$ cat src/rtl/mul_cdb_buffer.sv
// mul_cdb_buffer: multiplier result FIFO that drains onto a CDB port via req/grant and hands out issue credits
//  clock_i/reset_i            clock, synchronous active-high reset
//  mul_enable_i               multiply issued this cycle (takes a credit)
//  mul_valid_i + mul_*_i      multiplier result push
//  cdb_grant_i                arbiter grant, pops the head when cdb_req_o=1
//  cdb_req_o + cdb_*_o        head entry broadcast (all zero when empty)
//  mul_issue_ok_o             one more multiply fits in buffer + pipeline
//  overflow_err_o             sticky: a result was dropped on a full FIFO
module mul_cdb_buffer #(
  parameter int XLEN    = 32,
  parameter int PRF_LEN = 6,
  parameter int ROB_LEN = 5,
  parameter int DEPTH   = 4
) (
  input  logic               clock_i,
  input  logic               reset_i,
  input  logic               mul_enable_i,
  input  logic               mul_valid_i,
  input  logic [XLEN-1:0]    mul_value_i,
  input  logic [PRF_LEN-1:0] mul_prf_idx_i,
  input  logic [ROB_LEN-1:0] mul_rob_idx_i,
  input  logic [XLEN-1:0]    mul_PC_i,
  input  logic               cdb_grant_i,
  output logic               cdb_req_o,
  output logic [XLEN-1:0]    cdb_value_o,
  output logic [PRF_LEN-1:0] cdb_prf_idx_o,
  output logic [ROB_LEN-1:0] cdb_rob_idx_o,
  output logic [XLEN-1:0]    cdb_PC_o,
  output logic               mul_issue_ok_o,
  output logic               overflow_err_o
);
  localparam int PW = $clog2(DEPTH);
  localparam int CW = $clog2(DEPTH + 1);
  localparam int EW = 2 * XLEN + PRF_LEN + ROB_LEN;
  logic [EW-1:0] mem_q [DEPTH];
  logic [PW-1:0] head_q, head_d, tail_q, tail_d;
  logic [CW-1:0] count_q, count_d, inflight_q, inflight_d;
  logic          overflow_q, overflow_d, full, pop, wr;
  logic [EW-1:0] head_ent;
  assign cdb_req_o = count_q != '0;
  // A pop frees the head slot on the same edge, so a full FIFO still accepts a push alongside it.
  always_comb begin
    full       = count_q == CW'(DEPTH);
    pop        = cdb_req_o & cdb_grant_i;
    wr         = mul_valid_i & (~full | pop);
    head_d     = head_q + PW'(pop);
    tail_d     = tail_q + PW'(wr);
    count_d    = count_q + CW'(wr) - CW'(pop);
    inflight_d = (mul_enable_i & ~mul_valid_i) ? inflight_q + CW'(1) :
                 (mul_valid_i & ~mul_enable_i & (inflight_q != '0)) ? inflight_q - CW'(1) :
                 inflight_q;
    overflow_d = overflow_q | (mul_valid_i & ~wr);
    head_ent   = cdb_req_o ? mem_q[head_q] : '0;
  end
  assign {cdb_value_o, cdb_prf_idx_o, cdb_rob_idx_o, cdb_PC_o} = head_ent;
  // Extra bit so a protocol-violating sum above DEPTH cannot wrap back under it.
  assign mul_issue_ok_o = ({1'b0, count_q} + {1'b0, inflight_q}) < (CW + 1)'(DEPTH);
  assign overflow_err_o = overflow_q;
  always_ff @(posedge clock_i) begin
    if (reset_i) begin
      head_q     <= '0;
      tail_q     <= '0;
      count_q    <= '0;
      inflight_q <= '0;
      overflow_q <= 1'b0;
    end else begin
      head_q     <= head_d;
      tail_q     <= tail_d;
      count_q    <= count_d;
      inflight_q <= inflight_d;
      overflow_q <= overflow_d;
    end
  end
  always_ff @(posedge clock_i) begin
    if (wr) mem_q[tail_q] <= {mul_value_i, mul_prf_idx_i, mul_rob_idx_i, mul_PC_i};
  end
endmodule
$ cat config.mk
export PLATFORM = sky130hd
export DESIGN_NAME = mul_cdb_buffer
export DESIGN_NICKNAME = d
export VERILOG_FILES = /design/src/rtl/mul_cdb_buffer.sv
export SDC_FILE = /design/constraint.sdc
export NUM_CORES = 1
export LEC_CHECK = 0
export ABC_CLOCK_PERIOD_IN_PS = 20800
export CAP_MARGIN = 30
export CORE_MARGIN = 3
export CORE_UTILIZATION = 40
export CTS_CLUSTER_DIAMETER = 200
export DETAILED_ROUTE_END_ITERATION = 12
export MAX_ROUTING_LAYER = met4
export PLACE_DENSITY = 0.61
export SYNTH_ARGS = -nofsm -noshare
export SYNTH_HDL_FRONTEND = slang
export SYNTH_SLANG_ARGS = --single-unit
$ cat constraint.sdc
create_clock -name clock_i -period 20.8 [get_ports clock_i]
set_input_delay 3.12 -clock clock_i [delete_from_list [all_inputs] [get_ports clock_i]]
set_output_delay 3.12 -clock clock_i [all_outputs]
set_load 0.1 [all_outputs]
Word level (Yosys, flattened, before mapping)
Memories as Yosys holds them, arrays and structs flattened. A register that Yosys moved wholly into a read port is not among the register bits.
Index checks and enable logic that the tools add are counted.
{"block": "totals", "register_bits": 11, "mem_bits_rw": 300, "inputBits": 80, "output_inout_bits": 78, "word_cells": 36, "mem_count": 1}
{"block": "op_classes", "n_addsub": 7, "n_lt_le_gt_ge": 1, "n_eq_ne": 1, "mux": 6, "bitwise_logic": 12, "reduce_logical": 3}
{"memory": "mem_q", "depth": 4, "word_bits": 75, "rd": 1, "rd_ports_with_merged_regs": 1, "write_ports": 1, "line_no": "35", "source": "logic [EW-1:0] mem_q [DEPTH];"}
{"cell": "$mux W75", "n": 1}
{"cell": "$and A1 B1 Y1", "n": 6}
{"cell": "$mux W3", "n": 2}
{"cell": "$reduce_bool A3 Y1", "n": 2}
{"cell": "$add A2 B1 Y2", "n": 2}
{"cell": "$add A3 B3 Y4", "n": 1}
{"cell": "$lt A4 B3 Y1 const B", "n": 1}
{"cell": "$not A1 Y1", "n": 4}
{"cell": "$add A3 B1 Y3", "n": 1}
{"cell": "$add A3 B1 Y3 const B", "n": 1}
{"cell": "$eq A3 B3 Y1 const B", "n": 1}
{"cell": "$sub A3 B1 Y3", "n": 1}
{"cell": "$sub A3 B1 Y3 const B", "n": 1}
{"cell": "$mux W1", "n": 2}
{"cell": "$mux W2", "n": 1}
{"cell": "$or A1 B1 Y1", "n": 2}
{"cell": "$reduce_bool A2 Y1", "n": 1}

Depth between registers and ports, before layout
Gate-level depths: netlist of run 1.
{"block": "depth", "ltp_word": 7, "ltp_mapped": 11, "mapped_depth_nobuf": 10}

Worst setup path after synthesis of run 1
OpenSTA, ideal clock, no wires.
{"block": "synth_path", "path_type": "in2reg", "from": "input port cdb_grant_i", "to": "memory mem_q[1][0] (netlist name) (enable)", "setup_ns": 0.616, "arrival_ns": 8.882, "required_ns": 20.184, "path_slack_ns": 11.302, "path_stages": 3, "cell_sequence": "nor4b_1 nand2b_1 nor3b_1"}
{"block": "synth_between", "elab_chain_len": 5}
{"item": "start, declared", "line_no": "23", "source": "input logic cdb_grant_i,"}
{"item": "$and A1 B1 Y1", "line_no": "44", "source": "pop = cdb_req_o & cdb_grant_i;"}
{"item": "$or A1 B1 Y1", "line_no": "45", "source": "wr = mul_valid_i & (~full | pop);"}
{"item": "$and A1 B1 Y1", "line_no": "45"}
{"item": "$mux W1", "line_no": "75", "source": "if (wr) mem_q[tail_q] <= {mul_value_i, mul_prf_idx_i, mul_rob_idx_i, mul_PC_i};"}
{"item": "$mux W1 (not written as such)", "line_no": "75"}
{"item": "end, declared", "line_no": "35"}
Every way passes these cells.

==> impl_metrics.env, run 1 <==
export IMPL_cts_resized=0
export IMPL_worstSkewPairLatency_ns=0.56
export IMPL_cp_required_ns=17.68
export IMPL_layout_drive_gt1_share_pct=18.3
export IMPL_drt_pass1_iter_count=5
export IMPL_skew_ns=0.0107
export IMPL_cts_root_buf="clkbuf_16"
export IMPL_crit_fanout=42
export IMPL_r2r_start="count_q[1]"
export IMPL_io_buffers=157
export IMPL_dieWidth_um=179
export IMPL_rows=62
export IMPL_wl_per_cell_um=21.0
export IMPL_clk_path_buf_depth=3
export IMPL_grt_max_degree=78
export IMPL_hold_slack_ns=0.489
export IMPL_fill_cells=2333
export IMPL_initialDrtViolationCount=386
export IMPL_post_route_period_util_pct=34.4
export IMPL_ctsHoldBuffers=0
export IMPL_synth_area_top_cells="edfxtp_1 75%, mux4_2 14%, and2_1 4.0%"
export IMPL_worstSetupPathType="reg2out"
export IMPL_synth_seq_cells=311
export IMPL_die_y_um=179
export IMPL_setup_viol=0
export IMPL_syn_to_final_growth_pct=25.2
export IMPL_cts_setup_buffers=0
export IMPL_slew_viol_final=0
export IMPL_vias=5792
export IMPL_cp_end_kind="output pin"
export IMPL_yosys_area_top_type="edfxtp_1"
export IMPL_syn_num_nets=630
export IMPL_status="finished clean"
export IMPL_start_util_pct=41.0
export IMPL_drv_cap=0
export IMPL_dp_hpwl_um=13600
export IMPL_synth_area_um2=11900
export IMPL_grtUsageTotal_pct=15.5
export IMPL_synth_mux_area_share_pct=14.2
export IMPL_clk_pin_slew_worst_paths_ns=0.06
export IMPL_setup_worst_path_start_class="flop"
export IMPL_fin_nets=806
export IMPL_hold_path_class="reg2reg"
export IMPL_slew_headroom_pct=32.4
export IMPL_synth_fa_ha_area_share_pct=0.965
export IMPL_globalRouteOverflowTotal=0
export IMPL_die_area_um2=31900
export IMPL_async_reset_ff_share_pct=0
export IMPL_clock_fmax_mhz=140
export IMPL_hold_viol_final=0
export IMPL_yosysTopAreaCellShare_pct=75.5
export IMPL_cts_buffers=31
export IMPL_cts_sinks=311
export IMPL_cp_startpoint="head_q[0]"
export IMPL_coreArea_um2=29100
export IMPL_min_period_ns=7.15
export IMPL_hp_start="overflow_err_o"
export IMPL_grt_antenna_before_repair=1
export IMPL_ios=158
export IMPL_ant_nets=0
export IMPL_cts_max_level=1
export IMPL_rsz0062_at_grt="false"
export IMPL_cts_tree="yes"
export IMPL_synth_cell_types=31
export IMPL_drc_errors=0
export IMPL_place_congestion=0.705
export IMPL_ys_seq_area_share_pct=77.3
export IMPL_viasPerCell=5.13
export IMPL_synthSimpleGateAreaFrac_pct=5.47
export IMPL_grt_pass1_vias=6281
export IMPL_syn_instance_count=542
export IMPL_tightest_slew_ns=1.01
export IMPL_arrival_ns=4.03
export IMPL_synth_edf_count=300
export IMPL_synth_warnings=0
export IMPL_final_setup_tns_ns=0
export IMPL_synthFlopType="edfxtp_1"
export IMPL_grt_first_pass_wirelength_um=36600
export IMPL_wl_um=23700
export IMPL_syn_avg_cell_area_um2=22.0
export IMPL_synth_xor_area_share_pct=0.220
export IMPL_synth_top_family_by_area="multiplexers"
export IMPL_synth_compound_area_share_pct=0.430
-- cell usage in the layout (no fill, tap or decap), types with 3 or more instances in the layout --
cell type,n
edfxtp_1,300
clkdlybuf4s50_1,157
and2_1,77
mux4_2,75
clkbuf_16,31
clkbuf_1,13
dfxtp_1,9
buf_4,9
nor2_1,8
ha_1,6
inv_1,5
nor2b_1,5
clkinv_2,5
clkinv_1,3
-- metal layers --
metal	vias to the layer above	GRT usage, %	part of all wire, %
met5	-	-	0
met4	0	3.41	1.4
li1	2559	-	-
met1	3050	20.3	42
met3	32	3.01	6.2
met2	151	25.5	50
-- synthesized netlist by cell type, types with 3 or more instances --
cell type / n
and2_1: 77
and3_1: 3
buf_2: 7
buf_6: 6
clkbuf_1: 9
dfxtp_1: 11
edfxtp_1: 300
ha_1: 6
inv_1: 5
mux4_2: 75
nor2_1: 8
nor2b_1: 5
nor3_1: 3
nor3b_1: 3
-- flip-flops by register name, summed over array words and instances, names as in the netlist --
signal	flops
count_q	3
head_q	2
tail_q	2
overflow_err_o	1
inflight_q	3
mem_q	300
-- worst max-delay path: stages, from the launching register on --
cell and delay (ns):
dfxtp_4 0.82, buf_4 0.79, mux4_2 0.61, and2_1 0.19
clkdlybuf4s50_1 0.97
-- path summary, 6_finish.rpt --
kind / endpoint / slack, ns / cells after the start
hold reg to reg: overflow_err_o / 0.49 / 2
hold / removal: overflow_err_o / 0.49 / 2
setup / recovery: cdb_value_o[21] / 13.65 / 4
setup reg to reg: count_q[2] / 17.86 / 11
-- stage by stage --
stage | utilization, % | area, um^2 | setup WS (ns) | cells
5_1_grt | 51.4 | 14900 | 13.32 | 1128
6_report | 51.4 | 14900 | 13.65 | 1128
2_1_floorplan | - | 11900 | 11.30 | 542
3_3_place_gp | 47.9 | 13900 | 14.13 | 1067
4_1_cts | 51.4 | 14900 | 13.49 | 1127
3_5_place_dp | 48.1 | 14000 | 14.11 | 1069
-- logic make-up (layout without fill, tap and decap cells) --
group | count (synthesis) | in the layout
other cells | 0 | 1
xor+xnor | 3 | 3
buf+inv | 30 | 231
simple gates | 108 | 108
mux | 75 | 75
compound gates | 7 | 7
fa+ha+maj | 8 | 8
flops | 311 | 311
-- layout make-up --
type                            instances  area (um^2)  share of cell area [%]
Sequential cell                       311         9240                    61.8
Multi-Input combinational cell        201         2560                    17.1
Timing Repair Buffer                  168         1690                    11.3
Clock buffer                           46          852                    5.70
Tap cell                              384          480                    3.22
Clock inverter                         12          104                   0.695
Inverter                                5         18.8                   0.126
Antenna cell                            1         2.50                  0.0167
Power of run 1 is not shown: default switching activity piles up to over one toggle a cycle in this logic, so the estimate is an artifact.
==> run 2: changes to the inputs <==
ABC_CLOCK_PERIOD_IN_PS = 7000   (was 20800)
clock period = 7 ns   (was 20.8 ns; I/O delays follow)
==> run 2 against run 1 <==
Compared with the run above:
- utilization about the same
- highest routed layer unchanged
- via count increased by 0.73%
- cell count unchanged
- setup slack got worse by 11 ns
- wire length decreased by 0.38%
- final area about the same
- non-clock buffer count decreased by 1
- clock skew increased by 0.0076 ns
==> impl_metrics.env, run 2 (same netlist as run 1, synthesis figures left out) <==
export IMPL_io_buffers=157
export IMPL_initialDrtViolationCount=392
export IMPL_ios=158
export IMPL_tightest_slew_ns=1.03
export IMPL_r2r_cells=11
export IMPL_min_period_ns=4.57
export IMPL_die_area_um2=31900
export IMPL_slew_viol_final=0
export IMPL_grt_max_degree=75
export IMPL_cts_resized=0
export IMPL_wl_um=23600
export IMPL_dieWidth_um=179
export IMPL_grt_first_pass_wirelength_um=36500
export IMPL_crit_slowest_cell="clkdlybuf4s50_1"
export IMPL_rr_endpoint="count_q[2]"
export IMPL_cts_root_buf="clkbuf_16"
export IMPL_r2r_start="count_q[1]"
export IMPL_syn_to_final_growth_pct=25.3
export IMPL_crit_chain="buf_4 > mux4_2 > and2_1 > clkdlybuf4s50_1"
export IMPL_setup_ws_ns=2.43
export IMPL_setup_viol=0
export IMPL_grt_pass1_vias=6390
export IMPL_layout_drive_gt1_share_pct=18.2
export IMPL_start_util_pct=41.0
export IMPL_drc_errors=0
export IMPL_status="finished clean"
export IMPL_layout_common_cells="300 x edfxtp_1, 157 x clkdlybuf4s50_1, 77 x and2_1"
export IMPL_skew_ns=0.0184
export IMPL_cts_buffers=34
export IMPL_fill_cells=2341
export IMPL_fin_nets=808
export IMPL_min_path_cells=2
export IMPL_cts_setup_buffers=0
export IMPL_ctsHoldBuffers=0
export IMPL_dp_slack_ns=2.86
export IMPL_coreArea_um2=29100
export IMPL_hold_viol_final=0
export IMPL_hp_start="count_q[2]"
export IMPL_slew_headroom_pct=30.9
export IMPL_cts_sinks=311
export IMPL_regMostFlops="mem_q"
export IMPL_viasPerCell=5.17
export IMPL_cp_required_ns=5.95
export IMPL_die_y_um=179
export IMPL_cp_end_kind="output pin"
export IMPL_worstSkewPairLatency_ns=0.50
export IMPL_arrival_ns=3.52
export IMPL_min_to="count_q[2]"
export IMPL_place_congestion=0.708
export IMPL_rsz0062_at_grt="false"
export IMPL_vias=5834
export IMPL_slowest_delay_ns=1.15
export IMPL_cts_tree="yes"
export IMPL_drt_pass1_iter_count=4
export IMPL_post_route_period_util_pct=65.4
export IMPL_reg_largest_list="mem_q: 300 flops, count_q: 3 flops, inflight_q: 3 flops"
export IMPL_r2r_setup_slack_ns=3.74
export IMPL_setup_worst_path_start_class="flop"
export IMPL_drv_cap=0
export IMPL_hold_path_class="reg2reg"
export IMPL_worstSetupPathType="reg2out"
export IMPL_clock_fmax_mhz=219
export IMPL_seq_area_um2=9240
export IMPL_largest_reg_flops=300
export IMPL_multiInputGateArea_um2=2560
export IMPL_dp_hpwl_um=13600
export IMPL_final_common_cell="edfxtp_1"
export IMPL_rows=62
export IMPL_ant_nets=0
export IMPL_clk_pin_slew_worst_paths_ns=0.06
export IMPL_wl_per_cell_um=20.9
export IMPL_cts_max_level=2
export IMPL_clk_path_buf_depth=3
export IMPL_grtUsageTotal_pct=15.5
export IMPL_globalRouteOverflowTotal=0
export IMPL_grt_antenna_before_repair=2
export IMPL_crit_fanout=45
-- run 2: metal layers --
| metal | wire length, um | GRT usage [%] | share of wire, % |
|---|---|---|---|
| met2 | 11800 | 25.0 | 50 |
| met5 | 0 | - | 0 |
| met1 | 9820 | 20.3 | 42 |
| met3 | 1520 | 3.54 | 6.4 |
| met4 | 393 | 3.96 | 1.7 |
-- run 2: worst max-delay path: cells and delay by family, from the launching register on --
| kind | cells | cell delay (ns) |
|---|---|---|
| flip-flops | 1 | 0.69 |
| AND/OR/NAND/NOR | 1 | 0.16 |
| buffers and inverters | 2 | 1.82 |
| multiplexers | 1 | 0.33 |
-- run 2: how the worst max path moves through the flow --
| stage | depth (start not counted) | end | slack [ns] | startpoint |
|---|---|---|---|---|
| 6_report | 4 | cdb_rob_idx_o[2] | 2.43 | head_q[1] |
| 5_1_grt | 4 | cdb_rob_idx_o[3] | 2.23 | count_q[1] |
| 4_1_cts | 4 | cdb_rob_idx_o[2] | 2.31 | count_q[1] |
| 3_5_place_dp | 4 | cdb_PC_o[0] | 2.86 | count_q[1] |
| 3_3_place_gp | 4 | cdb_value_o[26] | 2.87 | count_q[1] |
| 2_1_floorplan | 3 | mem_q[1][0] | -0.43 | cdb_grant_i |
-- run 2: cell type report --
type / instances / area share (%)
Clock inverter: 17 / 0.678
Antenna cell: 2 / 0.0335
Timing Repair Buffer: 167 / 11.1
Sequential cell: 311 / 61.8
Multi-Input combinational cell: 201 / 17.1
Inverter: 5 / 0.125
Tap cell: 384 / 3.21
Clock buffer: 41 / 6.01
-- run 2: per-stage QoR --
step | TNS (ns) | cells | util [%] | instance area (um^2) | hold WS, ns
floorplan | -62.77 | 542 | - | 11900 | 0.501
global placement | 0 | 1068 | 48.0 | 14000 | 0.523
detailed placement | 0 | 1068 | 48.0 | 14000 | 0.534
CTS | 0 | 1126 | 51.4 | 15000 | 0.546
global route | 0 | 1128 | 51.4 | 15000 | 0.567
finish | 0 | 1128 | 51.4 | 15000 | 0.543
Power of run 2 is left out for the same reason.
